File: src/rtl/smg_scan_driver.sv
// Time-multiplexed scan driver for a common-anode, active-low multi-digit 7-segment display.
// Data is double-buffered so the shown value only changes at frame boundaries.
module smg_scan_driver #(
  parameter int unsigned CLK_FREQ = 50_000_000,
  parameter int unsigned SCAN_HZ  = 1000,
  parameter int unsigned GAP_CYC  = 16,
  parameter int unsigned DIG_NUM  = 6
) (
  input  logic                   clk,
  input  logic                   rst_n,
  input  logic                   en,
  input  logic [4*DIG_NUM-1:0]   data_in,
  input  logic [DIG_NUM-1:0]     dp_in,
  input  logic                   data_vld,
  input  logic                   blank_lz,
  output logic [7:0]             seg_out,
  output logic [DIG_NUM-1:0]     sel_out,
  output logic                   frame_done
);

  localparam int unsigned DIV   = CLK_FREQ / SCAN_HZ;
  localparam int unsigned CNT_W = $clog2(DIV);
  localparam int unsigned IDX_W = $clog2(DIG_NUM);

  localparam logic [CNT_W-1:0] CNT_LAST = CNT_W'(DIV - 1);
  localparam logic [CNT_W-1:0] GAP_VAL  = CNT_W'(GAP_CYC);
  localparam logic [IDX_W-1:0] IDX_LAST = IDX_W'(DIG_NUM - 1);

  typedef enum logic [1:0] {
    IDLE,
    BLANK,
    DRIVE
  } state_e;

  state_e                 state_q, state_d;
  logic [CNT_W-1:0]       cnt_q, cnt_d;
  logic [IDX_W-1:0]       idx_q, idx_d;
  logic [4*DIG_NUM-1:0]   pend_data_q, pend_data_d;
  logic [DIG_NUM-1:0]     pend_dp_q, pend_dp_d;
  logic [4*DIG_NUM-1:0]   act_data_q, act_data_d;
  logic [DIG_NUM-1:0]     act_dp_q, act_dp_d;
  logic [7:0]             seg_q, seg_d;
  logic [DIG_NUM-1:0]     sel_q, sel_d;
  logic                   frame_done_q, frame_done_d;

  logic                   boundary;
  logic [DIG_NUM-1:0]     zero_run;
  logic [3:0]             cur_nib;
  logic                   suppress;

  function automatic logic [6:0] enc7(input logic [3:0] nib);
    logic [6:0] s;
    case (nib)
      4'h0: s = 7'h40;
      4'h1: s = 7'h79;
      4'h2: s = 7'h24;
      4'h3: s = 7'h30;
      4'h4: s = 7'h19;
      4'h5: s = 7'h12;
      4'h6: s = 7'h02;
      4'h7: s = 7'h78;
      4'h8: s = 7'h00;
      4'h9: s = 7'h10;
      4'hA: s = 7'h08;
      4'hB: s = 7'h03;
      4'hC: s = 7'h46;
      4'hD: s = 7'h21;
      4'hE: s = 7'h06;
      default: s = 7'h0E;
    endcase
    return s;
  endfunction

  // zero_run[i] is set when digit i and every digit above it hold zero.
  always_comb begin
    logic all_zero;
    all_zero = 1'b1;
    zero_run = '0;
    for (int unsigned k = 0; k < DIG_NUM; k++) begin
      all_zero = all_zero & (act_data_q[4*(DIG_NUM-1-k) +: 4] == 4'h0);
      zero_run[DIG_NUM-1-k] = all_zero;
    end
  end

  assign cur_nib  = act_data_q[{idx_q, 2'b00} +: 4];
  assign suppress = blank_lz && (idx_q != '0) && zero_run[idx_q];
  assign boundary = (state_q != IDLE) && (cnt_q == CNT_LAST) && (idx_q == IDX_LAST);

  always_comb begin
    state_d      = state_q;
    cnt_d        = cnt_q;
    idx_d        = idx_q;
    pend_data_d  = pend_data_q;
    pend_dp_d    = pend_dp_q;
    act_data_d   = act_data_q;
    act_dp_d     = act_dp_q;
    seg_d        = 8'hFF;
    sel_d        = '1;
    frame_done_d = boundary;

    if (data_vld) begin
      pend_data_d = data_in;
      pend_dp_d   = dp_in;
    end

    // A strobe landing on the boundary bypasses pending straight into active.
    if (boundary) begin
      act_data_d = data_vld ? data_in : pend_data_q;
      act_dp_d   = data_vld ? dp_in   : pend_dp_q;
    end

    if (!en) begin
      state_d = IDLE;
      cnt_d   = '0;
      idx_d   = '0;
    end else if (state_q == IDLE) begin
      state_d = BLANK;
      cnt_d   = '0;
      idx_d   = '0;
    end else begin
      if (cnt_q == CNT_LAST) begin
        cnt_d = '0;
        idx_d = (idx_q == IDX_LAST) ? '0 : idx_q + IDX_W'(1);
      end else begin
        cnt_d = cnt_q + CNT_W'(1);
      end
      state_d = (cnt_d < GAP_VAL) ? BLANK : DRIVE;
    end

    // Gating on en blanks the pins on the same edge the scan drops to IDLE.
    if (en && state_q == DRIVE) begin
      sel_d[idx_q] = 1'b0;
      seg_d        = {~act_dp_q[idx_q], suppress ? 7'h7F : enc7(cur_nib)};
    end
  end

  always_ff @(posedge clk or negedge rst_n) begin
    if (!rst_n) begin
      state_q      <= IDLE;
      cnt_q        <= '0;
      idx_q        <= '0;
      pend_data_q  <= '0;
      pend_dp_q    <= '0;
      act_data_q   <= '0;
      act_dp_q     <= '0;
      seg_q        <= 8'hFF;
      sel_q        <= '1;
      frame_done_q <= 1'b0;
    end else begin
      state_q      <= state_d;
      cnt_q        <= cnt_d;
      idx_q        <= idx_d;
      pend_data_q  <= pend_data_d;
      pend_dp_q    <= pend_dp_d;
      act_data_q   <= act_data_d;
      act_dp_q     <= act_dp_d;
      seg_q        <= seg_d;
      sel_q        <= sel_d;
      frame_done_q <= frame_done_d;
    end
  end

  assign seg_out    = seg_q;
  assign sel_out    = sel_q;
  assign frame_done = frame_done_q;

endmodule

File: config.mk
export PLATFORM = sky130hd
export DESIGN_NAME = smg_scan_driver
export DESIGN_NICKNAME = d
export VERILOG_FILES = /design/src/rtl/smg_scan_driver.sv
export SDC_FILE = /design/constraint.sdc
export NUM_CORES = 1
export LEC_CHECK = 0
export CAP_MARGIN = 20
export CORE_UTILIZATION = 60
export DETAILED_ROUTE_END_ITERATION = 12
export GPL_ROUTABILITY_DRIVEN = 0
export PLACE_DENSITY = 0.95
export SLEW_MARGIN = 15
export SYNTH_ARGS = -nofsm -noshare
export SYNTH_HDL_FRONTEND = slang
export SYNTH_SLANG_ARGS = --single-unit
export TNS_END_PERCENT = 50
File: constraint.sdc
create_clock -name clk -period 3.56 [get_ports clk]
set_input_delay 0.534 -clock clk [delete_from_list [all_inputs] [get_ports clk]]
set_output_delay 0.534 -clock clk [all_outputs]
set_load 0.05 [all_outputs]
==> run metrics, run 1 <==
TritonCTS Buffers=9; fraction of layout cells with a size suffix above 1=0.200; antenna cells=0; final worst-path cycle share=0.760; post-detailed-route count of antenna-violating nets=0; TNS Setup=0 ns; FILL cells=around 480; unrepaired setup endpoints after global routing=false; Final Hold Fails=0; Tmin final=about 2.7 ns; Die ar.=about 8000 µm²; Top FF cell, synth=dfrtp_1; Clock Skew=approximately 0.012 ns; CTS tree=done; WS Path Type=reg2reg; DRC=0; Setup crit end kind=register; total vias in the final route=~3,000; Starting Density=0.618; gate count of the mapped netlist=between 300 and 400; Wirelength per Cell=roughly 17 µm; clk buf depth=2; grt ovf=0; Power Dens Cells=between 300 and 400 nW/µm²; Compound-Gate Fraction of Synth Area=0.0500; Async SR Flop Fraction=1.00; All-Layer GR Usage=0.251; initial drt markers=between 150 and 200; Final Core Density=0.714; hold_ws=approximately 0.25 ns; first-pass iteration count of the detailed router=4; status=completed; Worst Path Required=3.81 ns; simple-gate share of the synthesized area=0.123; number of global-route vias before repair=around 3,000; adder-cell share of the synthesized area=0.0195; distinct cell type count after synthesis=52; largest net degree at the start of global routing=between 90 and 100; Synth area leader=dfrtp_1; DP HPWL=roughly 6.2 mm; Post-synth EDFFs=0; Highest Clock Rate=~0.37 GHz; Slew HR=0.456; synth top area cells=dfrtp_1 (46%), mux2_2 (9.6%), dfstp_2 (8.2%); Reg clk slew, reported paths=0.09 ns; Post-CTS Setup Bufs=0; CP startpoint kind=register; FF/Latch Area=around 2400 µm²; Arr. time, crit path=2.96 ns; clock root cell=clkbuf_8; Area Growth Syn to Fin=15.6%; global-route wire length before repair=about 15 mm; Synth Area in XOR/XNOR=0.0332; syn_nets=approximately 400; clk sinks=96; Yosys top cell area share=0.458; Final Max Slew Viols=0; cells resized by post-CTS repair=0; max incr delay on CP=around 0.86 ns; H-Tree Depth=3; leakage power=~2.2 nW; total wire length=8.75 mm; DR vias/cell=a little under 6; initial antenna violation count=0; Netlist Area Pre-Place=~4500 µm²; Ports=50; max_cap viols=0; largest family of logic cells by synthesized area=multiplexers; mux contribution to synthesized area=0.199; area of the multi-input gates=between 1500 and 2000 µm²; Std-Cell Core Area=slightly above 7000 µm²; maximum vdd drop=approximately 0.19 mV; Hold-fix buffers, CTS=0; number of port buffers=49; Layout Nets=447; CP max FO=17; setup violators final=0; pre-CTS setup slack=just over 0.9 ns; Die Ht=between 80 and 90 µm; final worst setup slack=roughly 0.85 ns; horizontal die dimension=88.4 µm; clk_lat worst skew=about 0.35 ns; sequential fraction of the synthesis area=0.540; cell repeated most along the worst path=inv_1; worst-margin pin slew=about 0.82 ns; Worst Hold Class=in2async; Mapped Avg Cell Area=~12 µm²; Critical-path top delay cell=dfrtp_1; # rows=31; crit-path cells=mux4_2, inv_1, o22ai_1, inv_1, ha_1, mux2_2, nor2_1, o21ai_0; synth warn=0; count of state elements after synthesis=96
area by class of cell:
cell class                      instances  share of cell area
Tap cell                               99              0.0239
Inverter                               12             0.00870
Clock buffer                           12              0.0261
Multi-Input combinational cell        235               0.368
Sequential cell                        96               0.467
Timing Repair Buffer                   51              0.0978
Clock inverter                          3             0.00846
cells in the mapped netlist, types with 6 or more instances:
master	count
mux2i_1	8
xnor2_1	11
inv_1	12
nand3_1	8
mux2_2	38
mux2_1	24
nand2_1	23
dfstp_2	14
nor2_1	36
xor2_1	6
buf_2	6
clkbuf_1	6
o21ai_0	6
dfrtp_1	82
ha_1	7
nor4_1	6
placed cells by master, fill, tap and decap left out, drive strengths merged, types with 9 or more instances in the layout:
| master | instances |
|---|---|
| clkdlybuf4s50 | 48 |
| dfrtp | 82 |
| nor2 | 36 |
| dfstp | 14 |
| nand2 | 23 |
| xnor2 | 11 |
| clkbuf | 12 |
| nand3 | 9 |
| mux2 | 62 |
| inv | 12 |
routing by layer:
layer	up-vias	share of wire	track usage
met5	-	0	0
met4	0	0.023	0.0982
met3	18	0.043	0.0429
met2	84	0.51	0.438
met1	1476	0.42	0.312
li1	1360	-	-
final timing paths:
kind,to,cells after the start,from,slack [ns]
max,seg_out[3],8,idx_q[0],0.85
min,act_data_q[1],1,rst_n,0.25
max reg2reg,seg_out[3],8,idx_q[0],0.85
min reg2reg,cnt_q[0],1,cnt_q[0],0.49
max in group asynchronous,cnt_q[15],1,rst_n,2.77
min in group clk,cnt_q[0],1,cnt_q[0],0.49
worst max-delay path: cells and delay by family, from the launching register on:
kind                       cells  cell delay (ns)
adders and majority gates      1             0.30
and+or+nand+nor                1             0.10
muxes                          2             0.64
DFF                            1             0.86
AOI/OAI and AO/OA              2             0.48
buffers and inverters          2             0.22
flip-flops by register name (all words and copies together), names as in the netlist:
name / flops
state_q: 2
cnt_q: 16
pend_data_q: 24
sel_out: 6
pend_dp_q: 6
act_data_q: 24
act_dp_q: 6
idx_q: 3
frame_done: 1
seg_out: 8
per-stage QoR:
stage                     cells  instance area [µm²]  power [mW]
final                       508                 5180        1.93
after floorplan             362                 4480        1.21
after detailed placement    493                 5000        1.28
after global placement      493                 5000        1.27
after global routing        508                 5180        1.99
after CTS                   508                 5170        1.94
where the power goes:
part / internal [mW] / leakage, nW / switching (mW)
combinational: 0.0665 / 0.867 / 0.0579
clock: 0.322 / 0.0904 / 0.342
sequential: 1.13 / 1.22 / 0.0110
total: 1.51 / 2.18 / 0.411
logic make-up (layout without fill, tap and decap cells):
logic type                 after synthesis  count (layout)
and+or+nand+nor                        103             103
buffers and inverters                   31              78
muxes                                   75              75
DFF                                     96              96
AOI/OAI and AO/OA                       33              33
adders and majority gates                7               7
xor gates and xnor gates                17              17
Power figures use the tool's default switching activity.
==> run 2: changes to the inputs <==
--- a/config.mk
+++ b/config.mk
@@ -6,10 +6,10 @@
 export NUM_CORES = 1
 export LEC_CHECK = 0
 export CAP_MARGIN = 20
-export CORE_UTILIZATION = 60
+export CORE_UTILIZATION = 51
 export DETAILED_ROUTE_END_ITERATION = 12
 export GPL_ROUTABILITY_DRIVEN = 0
-export PLACE_DENSITY = 0.95
+export PLACE_DENSITY = 0.88
 export SLEW_MARGIN = 15
 export SYNTH_ARGS = -nofsm -noshare
 export SYNTH_HDL_FRONTEND = slang
==> constraint.sdc (replaced) <==
create_clock -name clk -period 2.2 [get_ports clk]
set_input_delay 0.33 -clock clk [delete_from_list [all_inputs] [get_ports clk]]
set_output_delay 0.33 -clock clk [all_outputs]
set_load 0.05 [all_outputs]
==> run 2 against run 1 <==
Against the previous run:
- sequential power grew 61%
- worst hold slack gained 0.24 ns
- cell count grew 4.9%
- global-route usage shrank 3.7 points
- non-clock buffer count grew 18
- die area grew 17%
- critical path type unchanged
- largest cell class unchanged
==> run metrics, run 2 (synthesis gave the netlist of run 1 again) <==
Final Max Slew Viols=0; number of global-route vias before repair=3,126; Worst Hold Class=in2async; final worst setup slack=0.0408 ns; initial antenna violation count=0; Highest Clock Rate=0.463 GHz; clk sinks=96; Die Ht=between 90 and 100 µm; Area Growth Syn to Fin=22.8%; Power Dens Cells=624 nW/µm²; Std-Cell Core Area=between 8000 and 9000 µm²; Reg clk slew, reported paths=about 0.10 ns; clock root cell=clkbuf_8; Setup crit end kind=register; Starting Density=0.537; CP startpoint kind=register; clk buf depth=2; max_cap viols=0; final worst-path cycle share=0.981; worst-margin pin slew=around 0.56 ns; # rows=33; number of port buffers=between 40 and 50; antenna cells=0; FILL cells=between 500 and 600; maximum vdd drop=approximately 0.27 mV; CTS tree=done; Final Hold Fails=0; grt ovf=0; WS Path Type=reg2reg; Ports=50; Clock Skew=around 0.017 ns; status=completed; H-Tree Depth=3; commonest non-fill, non-tap cells in the layout=dfrtp_1 (80), clkdlybuf4s50_1 (48), mux2_2 (38), nor2_1 (36), mux2_1 (24); Slew HR=0.629; clk_lat worst skew=around 0.36 ns; pre-CTS setup slack=0.00907 ns; Tmin final=~2.2 ns; commonest non-fill, non-tap cell in the layout=dfrtp_1; DP HPWL=6.10 mm; Worst Path Required=~2.5 ns; CP max FO=15; setup violators final=0; DRC=0; DR vias/cell=between 5 and 6; fraction of layout cells with a size suffix above 1=0.252; Wirelength per Cell=roughly 17 µm; Arr. time, crit path=~2.4 ns; Die ar.=9160 µm²; horizontal die dimension=95.7 µm; leakage power=around 2.3 nW; global-route wire length before repair=about 15 mm; unrepaired setup endpoints after global routing=true; total wire length=~9.3 mm; overall power=3.43 mW; TritonCTS Buffers=9; initial drt markers=148; Layout Nets=roughly 470; post-detailed-route count of antenna-violating nets=0; largest net degree at the start of global routing=54; Largest regs=act_data_q (24), pend_data_q (24), cnt_q (16); first-pass iteration count of the detailed router=4; total vias in the final route=3,038; All-Layer GR Usage=0.213
==> run 2: metrics by stage <==
stage               TNS (ns)  hold WS, ns  instances   util  cell area, µm²
global route           -1.34        0.512        533  0.660            5500
global placement           0        0.349        512  0.616            5140
floorplan                  0       0.0344        362      -            4480
detailed placement         0        0.363        512  0.616            5140
CTS                        0        0.490        529  0.647            5400
finish                     0        0.494        533  0.660            5500
==> run 2: final cells by class <==
cell class	instances	area (µm²)	area share
flip-flops and latches	96	2420	0.440
multi-input cells	235	1940	0.352
repair buffers	69	726	0.132
well taps	105	131	0.0239
clock buffers	9	124	0.0225
clock inverters	7	118	0.0214
inverters	12	45.0	0.00819
==> run 2: repair_timing <==
item                                    in CTS  in global routing
pin swaps                                    0                  1
gates resized for setup                      1                  7
setup buffers                                0                  2
endpoints found under the setup margin       1                 30
endpoints found under the hold margin       29                  0
cloned                                       0                  2
hold buffers                                 1                  0
==> run 2: final timing paths <==
kind	start	end	slack, ns	cells past startpoint
setup / recovery	cnt_q[13]	act_data_q[21]	0.04	8
hold / removal	rst_n	pend_data_q[19]	0.49	2
setup reg to reg	cnt_q[13]	act_data_q[21]	0.04	8
hold reg to reg	act_data_q[2]	act_data_q[2]	0.50	1
max in group asynchronous	rst_n	cnt_q[12]	1.04	3
min in group clk	act_data_q[2]	act_data_q[2]	0.50	1
==> run 2: where the power goes <==
group / switching [mW] / total, mW / internal, mW
combinational: 0.0975 / 0.213 / 0.116
sequential: 0.0158 / 1.84 / 1.82
clock: 0.625 / 1.38 / 0.759
total: 0.738 / 3.43 / 2.70
==> run 2: worst max-delay path: stages, from the launching register on <==
cell       delay, ns
dfrtp_1         0.48
nor4b_2         0.25
nand4_1         0.20
nor3_2          0.17
nand2_1         0.11
nor3_4          0.17
buf_12          0.15
clkbuf_16       0.17
mux2_1          0.34
==> run 2: routing by layer <==
| metal | up-vias | routed length (µm) | track usage |
|---|---|---|---|
| li1 | 1395 | - | - |
| met4 | 0 | 132 | 0.0709 |
| met1 | 1538 | 3960 | 0.265 |
| met5 | - | 0 | 0 |
| met3 | 16 | 405 | 0.0553 |
| met2 | 89 | 4790 | 0.363 |
==> run 3: changes to the inputs <==
--- a/config.mk
+++ b/config.mk
@@ -6,10 +6,10 @@
 export NUM_CORES = 1
 export LEC_CHECK = 0
 export CAP_MARGIN = 20
-export CORE_UTILIZATION = 51
+export CORE_UTILIZATION = 56
 export DETAILED_ROUTE_END_ITERATION = 12
 export GPL_ROUTABILITY_DRIVEN = 0
-export PLACE_DENSITY = 0.88
+export PLACE_DENSITY = 0.91
 export SLEW_MARGIN = 15
 export SYNTH_ARGS = -nofsm -noshare
 export SYNTH_HDL_FRONTEND = slang
==> constraint.sdc (replaced) <==
create_clock -name clk -period 2.28 [get_ports clk]
set_input_delay 0.342 -clock clk [delete_from_list [all_inputs] [get_ports clk]]
set_output_delay 0.342 -clock clk [all_outputs]
set_load 0.05 [all_outputs]
==> run 3 against run 2 <==
Against the previous run:
- combinational power barely moved
- power fell by 6.0%
- die area fell by 8.7%
- non-clock buffer count did not move
- critical endpoint is now act_data_q[23]
==> run metrics, run 3 (synthesis gave the netlist of run 1 again) <==
Final Core Density=0.716; worst-margin pin slew=0.714 ns; pre-CTS setup slack=around 0.076 ns; Psw=0.734 mW; final worst-path cycle share=0.980; metal2 WL=~5.0 mm; # rows=32; overall power=3.23 mW; power share of the combinational group=0.065; total vias in the final route=3,133; Clock Skew=roughly 0.013 ns; Power Dens Cells=583 nW/µm²; top sig layer=met4; FF-to-FF path depth=8; fraction of layout cells with a size suffix above 1=0.290; switching power share of the total=0.227; Tmin final=roughly 2.2 ns; Worst Hold Class=in2async; Final Hold Fails=0; post-detailed-route count of antenna-violating nets=0; CP startpoint kind=register; Arr. time, crit path=roughly 2.5 ns; max_cap viols=0; CTS tree=done; status=completed; clk_lat worst skew=~0.37 ns; H-Tree Depth=3; unrepaired setup endpoints after global routing=true; Non-Filler Instances=530; clk sinks=96; initial antenna violation count=0; WP buf/inv=2; global-route wire length before repair=14.9 mm; Ports=50; Slew HR=0.524; Starting Density=0.580; Wirelength per Cell=between 15 and 20 µm; number of global-route vias before repair=between 3,000 and 4,000; crit-path cells=nor4b_2, nand4_1, nor3_2, nand2_1, nor3_4, buf_4, clkbuf_16, mux2_1; DR WL met3=about 560 µm; number of port buffers=a little under 50; initial drt markers=around 280; CP max FO=10; maximum vdd drop=between 0.2 and 0.3 mV; number of cells after detailed placement=about 500; commonest non-fill, non-tap cells in the layout=dfrtp_1 (80), clkdlybuf4s50_1 (48), nor2_1 (36), mux2_2 (35), nand2_1 (23); Clk pwr share=0.386; Reg clk slew, reported paths=around 0.10 ns; DR vias/cell=just under 6; Critical-path top delay cell=dfrtp_2; WS Path Type=reg2reg; largest net degree at the start of global routing=55; total wire length=approximately 10 mm; Flop pwr share=0.549; antenna cells=0; CP delay by family, top=simple AND/OR/NAND/NOR gates; DRC=0; Cell Int Power=about 2.5 mW; grt ovf=0; DP HPWL=6.16 mm; hold_ws=0.499 ns; final worst setup slack=around 0.045 ns; Highest Clock Rate=0.447 GHz; Std-Cell Core Area=just under 8000 µm²; commonest non-fill, non-tap cell in the layout=dfrtp_1; Worst Path Required=roughly 2.5 ns; TritonCTS Buffers=9; Die ar.=approximately 8400 µm²; leakage power=2.31 nW; Die Ht=approximately 90 µm; clock root cell=clkbuf_8; Final Max Slew Viols=0; first-pass iteration count of the detailed router=5; All-Layer GR Usage=0.231; Area Growth Syn to Fin=23.6%; Largest regs=act_data_q (24), pend_data_q (24), cnt_q (16); Setup crit end kind=register; Layout Nets=between 400 and 500; clk buf depth=2; max incr delay on CP=around 0.45 ns; met1 wire length=just over 4 mm; setup violators final=0; horizontal die dimension=91.5 µm; critical path depth in cells=8
run 3: changes by cell type in the layout (fill, tap and decap cells not counted), sizes merged:
| cell | before | now |
|---|---|---|
| clkinv | 2 | 1 |
| clkinvlp | 0 | 1 |
| bufinv | 3 | 2 |
| clkbuf | 11 | 12 |
run 3: final cells by class:
type	count	area, µm²
sequential	96	2420
fill	463	2190
multi-input combinational	235	1990
timing repair buffer	69	729
clock buffer	10	128
tap	102	128
clock inverter	6	90.1
inverter	12	45.0
run 3: what timing repair did:
item                                   4_1_cts  5_1_grt
hold buffers                                 1        0
endpoints found under the hold margin       28        0
resized for setup                            0       29
setup endpoints to repair                    0       34
setup buffers                                0        7
run 3: worst paths after layout:
check	slack [ns]	to	startpoint
max	0.05	act_data_q[23]	cnt_q[12]
min	0.50	state_q[0]	rst_n
max reg2reg	0.05	act_data_q[23]	cnt_q[12]
min reg2reg	0.51	cnt_q[0]	cnt_q[0]
max in group asynchronous	1.12	cnt_q[4]	rst_n
min in group clk	0.51	cnt_q[0]	cnt_q[0]
run 3: power groups by stage:
stage                     registers, mW  clock network (mW)  logic [mW]
after global placement             1.80                   0       0.199
after detailed placement           1.81                   0       0.205
after floorplan                    1.80                   0      0.0843
after global routing               1.78                1.32       0.228
final                              1.77                1.25       0.210
after CTS                          1.77                1.25       0.208
run 3: stage by stage:
step | instance area (µm²) | TNS, ns
after floorplan | 4480 | 0
after global placement | 5100 | 0
after detailed placement | 5100 | 0
after CTS | 5330 | 0
after global routing | 5540 | -0.900
final | 5540 | 0
run 3: metal layers:
layer / vias to the layer above / global-route usage
li1: 1392 / -
met3: 38 / 0.0477
met4: 0 / 0.0807
met2: 152 / 0.404
met1: 1551 / 0.283
met5: - / 0
==> RTL edit, RTL diff (config.mk and constraints of run 2) <==
Register the inputs `en`, `data_in`, `dp_in`, `data_vld` and `blank_lz` before use, without a reset. The logic sees them one clock later.
--- a/src/rtl/smg_scan_driver.sv
+++ b/src/rtl/smg_scan_driver.sv
@@ -33,2 +33,16 @@
   } state_e;
+
+  logic en_q;
+  logic [4*DIG_NUM-1:0] data_q;
+  logic [DIG_NUM-1:0] dp_q;
+  logic data_vld_q;
+  logic blank_lz_q;
+
+  always_ff @(posedge clk) begin
+    en_q       <= en;
+    data_q     <= data_in;
+    dp_q       <= dp_in;
+    data_vld_q <= data_vld;
+    blank_lz_q <= blank_lz;
+  end
 
@@ -85,3 +99,3 @@
   assign cur_nib  = act_data_q[{idx_q, 2'b00} +: 4];
-  assign suppress = blank_lz && (idx_q != '0) && zero_run[idx_q];
+  assign suppress = blank_lz_q && (idx_q != '0) && zero_run[idx_q];
   assign boundary = (state_q != IDLE) && (cnt_q == CNT_LAST) && (idx_q == IDX_LAST);
@@ -100,5 +114,5 @@
 
-    if (data_vld) begin
-      pend_data_d = data_in;
-      pend_dp_d   = dp_in;
+    if (data_vld_q) begin
+      pend_data_d = data_q;
+      pend_dp_d   = dp_q;
     end
@@ -107,7 +121,7 @@
     if (boundary) begin
-      act_data_d = data_vld ? data_in : pend_data_q;
-      act_dp_d   = data_vld ? dp_in   : pend_dp_q;
+      act_data_d = data_vld_q ? data_q : pend_data_q;
+      act_dp_d   = data_vld_q ? dp_q    : pend_dp_q;
     end
 
-    if (!en) begin
+    if (!en_q) begin
       state_d = IDLE;
@@ -130,3 +144,3 @@
     // Gating on en blanks the pins on the same edge the scan drops to IDLE.
-    if (en && state_q == DRIVE) begin
+    if (en_q && state_q == DRIVE) begin
       sel_d[idx_q] = 1'b0;
Check against the original RTL: same outputs for any inputs over 10 cycles, from zero or initial values and one cycle with rst_n low; that may be too few to reach the edited logic, so the function may still have changed.
==> RTL edit against run 2 <==
Power grew 60%; critical path type unchanged; hold slack got worse by 0.25 ns; final cell count rose by 16%; the flow now finishes with violations (setup timing); area after synthesis up 15%; sequential cell count up 33; wire length grew 25%; worst setup slack lost 0.054 ns; final area is 20% higher.
==> RTL edit: results (changes against run 2) <==
IR drop worst, VDD: 465 µV (was 268 µV)
FFs w/ async S/R, synth: 74.4% (was 100%)
Critical Path AT: 2.62 ns (was 2.41 ns)
Post-synthesis cell type count: 53 (was 52)
Setup_tns: -0.0387 ns (was 0 ns)
# setup viols final: 6 (was 0)
Post-Syn Nets: 437 (was 404)
Grt met3 use: 7.46% (was 5.53%)
Hold Crit Class: input pin to register (was input pin to async pin)
Share of cells above drive strength 1: 28.1% (was 25.2%)
Final nets: 513 (was 465)
Syn avg cell area: 13.0 µm² (was 12.4 µm²)
Adder-Cell Fraction of Synth Area: 1.70% (was 1.95%)
Clock group power: 0.00279 W (was 0.00138 W)
Normalized max-slew margin: 66.1% (was 62.9%)
Xor-xnor portion of the synthesized cell area: 2.90% (was 3.32%)
Clock transition at path regs: 0.06 ns (was 0.10 ns)
CP peak stage delay: 0.39 ns (was 0.48 ns)
Via/cell ratio: 5.51 (was 5.70)
WL per Instance: 18.8 µm (was 17.4 µm)
Leakage Power: 2.77 nW (was 2.34 nW)
Placed cell count: 576 (was 512)
Largest net degree at the start of global routing: 45 (was 54)
Sw Share: 21.2% (was 21.5%)
GRT met1 Usage: 27.4% (was 26.5%)
Top cells by area, synth: dfrtp_1 40%, dfxtp_1 13%, mux2_2 8.5% (was dfrtp_1 46%, mux2_2 9.6%, dfstp_2 8.2%)
Number of DRC markers in iteration 0: 177 (was 148)
Final clock skew: 0.00851 ns (was 0.0169 ns)
Post-synthesis mux area share: 17.3% (was 19.9%)
Drt first pass iters: 5 (was 4)
First-pass GRT wire length: 17800 µm (was 14800 µm)
Biggest regs: act_data_q (24), data_q (24), pend_data_q (24) (was act_data_q (24), pend_data_q (24), cnt_q (16))
CTS Buf Count: 17 (was 9)
Most instantiated cells after synthesis: 82 x dfrtp_1, 39 x mux2_2, 36 x nor2_1, 33 x dfxtp_1 (was 82 x dfrtp_1, 38 x mux2_2, 36 x nor2_1, 24 x mux2_1, 23 x nand2_1)
DR WL met2: 6010 µm (was 4790 µm)
Status: finished with violations (was finished, final reports clean)
CP Max Fanout: 13 (was 15)
Share of power burned in registers: 45.2% (was 53.5%)
Number of global-route vias before repair: 3504 (was 3126)
Worst Slack Setup Final: -0.0135 ns (was 0.0408 ns)
Compound-Gate Fraction of Synth Area: 4.36% (was 5.00%)
Metal-1 WL: 4770 µm (was 3960 µm)
H-tree depth: 4 (was 3)
DP HPWL: 6330 µm (was 6100 µm)
FILL cells: 613 (was 555)
Worst-Skew Late Latency: 0.53 ns (was 0.36 ns)
Failing checks: setup timing
Wire length on met3: 570 µm (was 405 µm)
Via Count: 3397 (was 3038)
Overall Global Routing Usage: 23.1% (was 21.3%)
M2 GR Usage: 38.8% (was 36.3%)
## RTL edit: what timing repair did
action	CTS	global route
cloned	0	2
buffers inserted	0	6
hold buffers	1	0
pin swaps	1	4
hold endpoints to repair	22	0
resized for setup	4	23
setup endpoints to repair	27	46
## RTL edit: path summary, 6_finish.rpt
path                            start              to  cells past startpoint
setup reg to reg             cnt_q[0]  act_data_q[10]                      8
hold / removal             data_in[5]       data_q[5]                      1
max in group asynchronous       rst_n      seg_out[2]                      3
setup / recovery             cnt_q[0]  act_data_q[10]                      8
hold reg to reg             data_q[0]  pend_data_q[0]                      1
min in group asynchronous       rst_n       cnt_q[11]                      2
## RTL edit: cell type report
cell class                      instances  area, µm²  share of cell area [%]
Timing Repair Buffer                   76        788                    11.9
Inverter                               12       45.0                   0.680
Tap cell                              133        166                    2.51
Sequential cell                       129       3090                    46.6
Clock inverter                         13        163                    2.46
Clock buffer                           19        432                    6.52
Multi-Input combinational cell        235       1940                    29.3
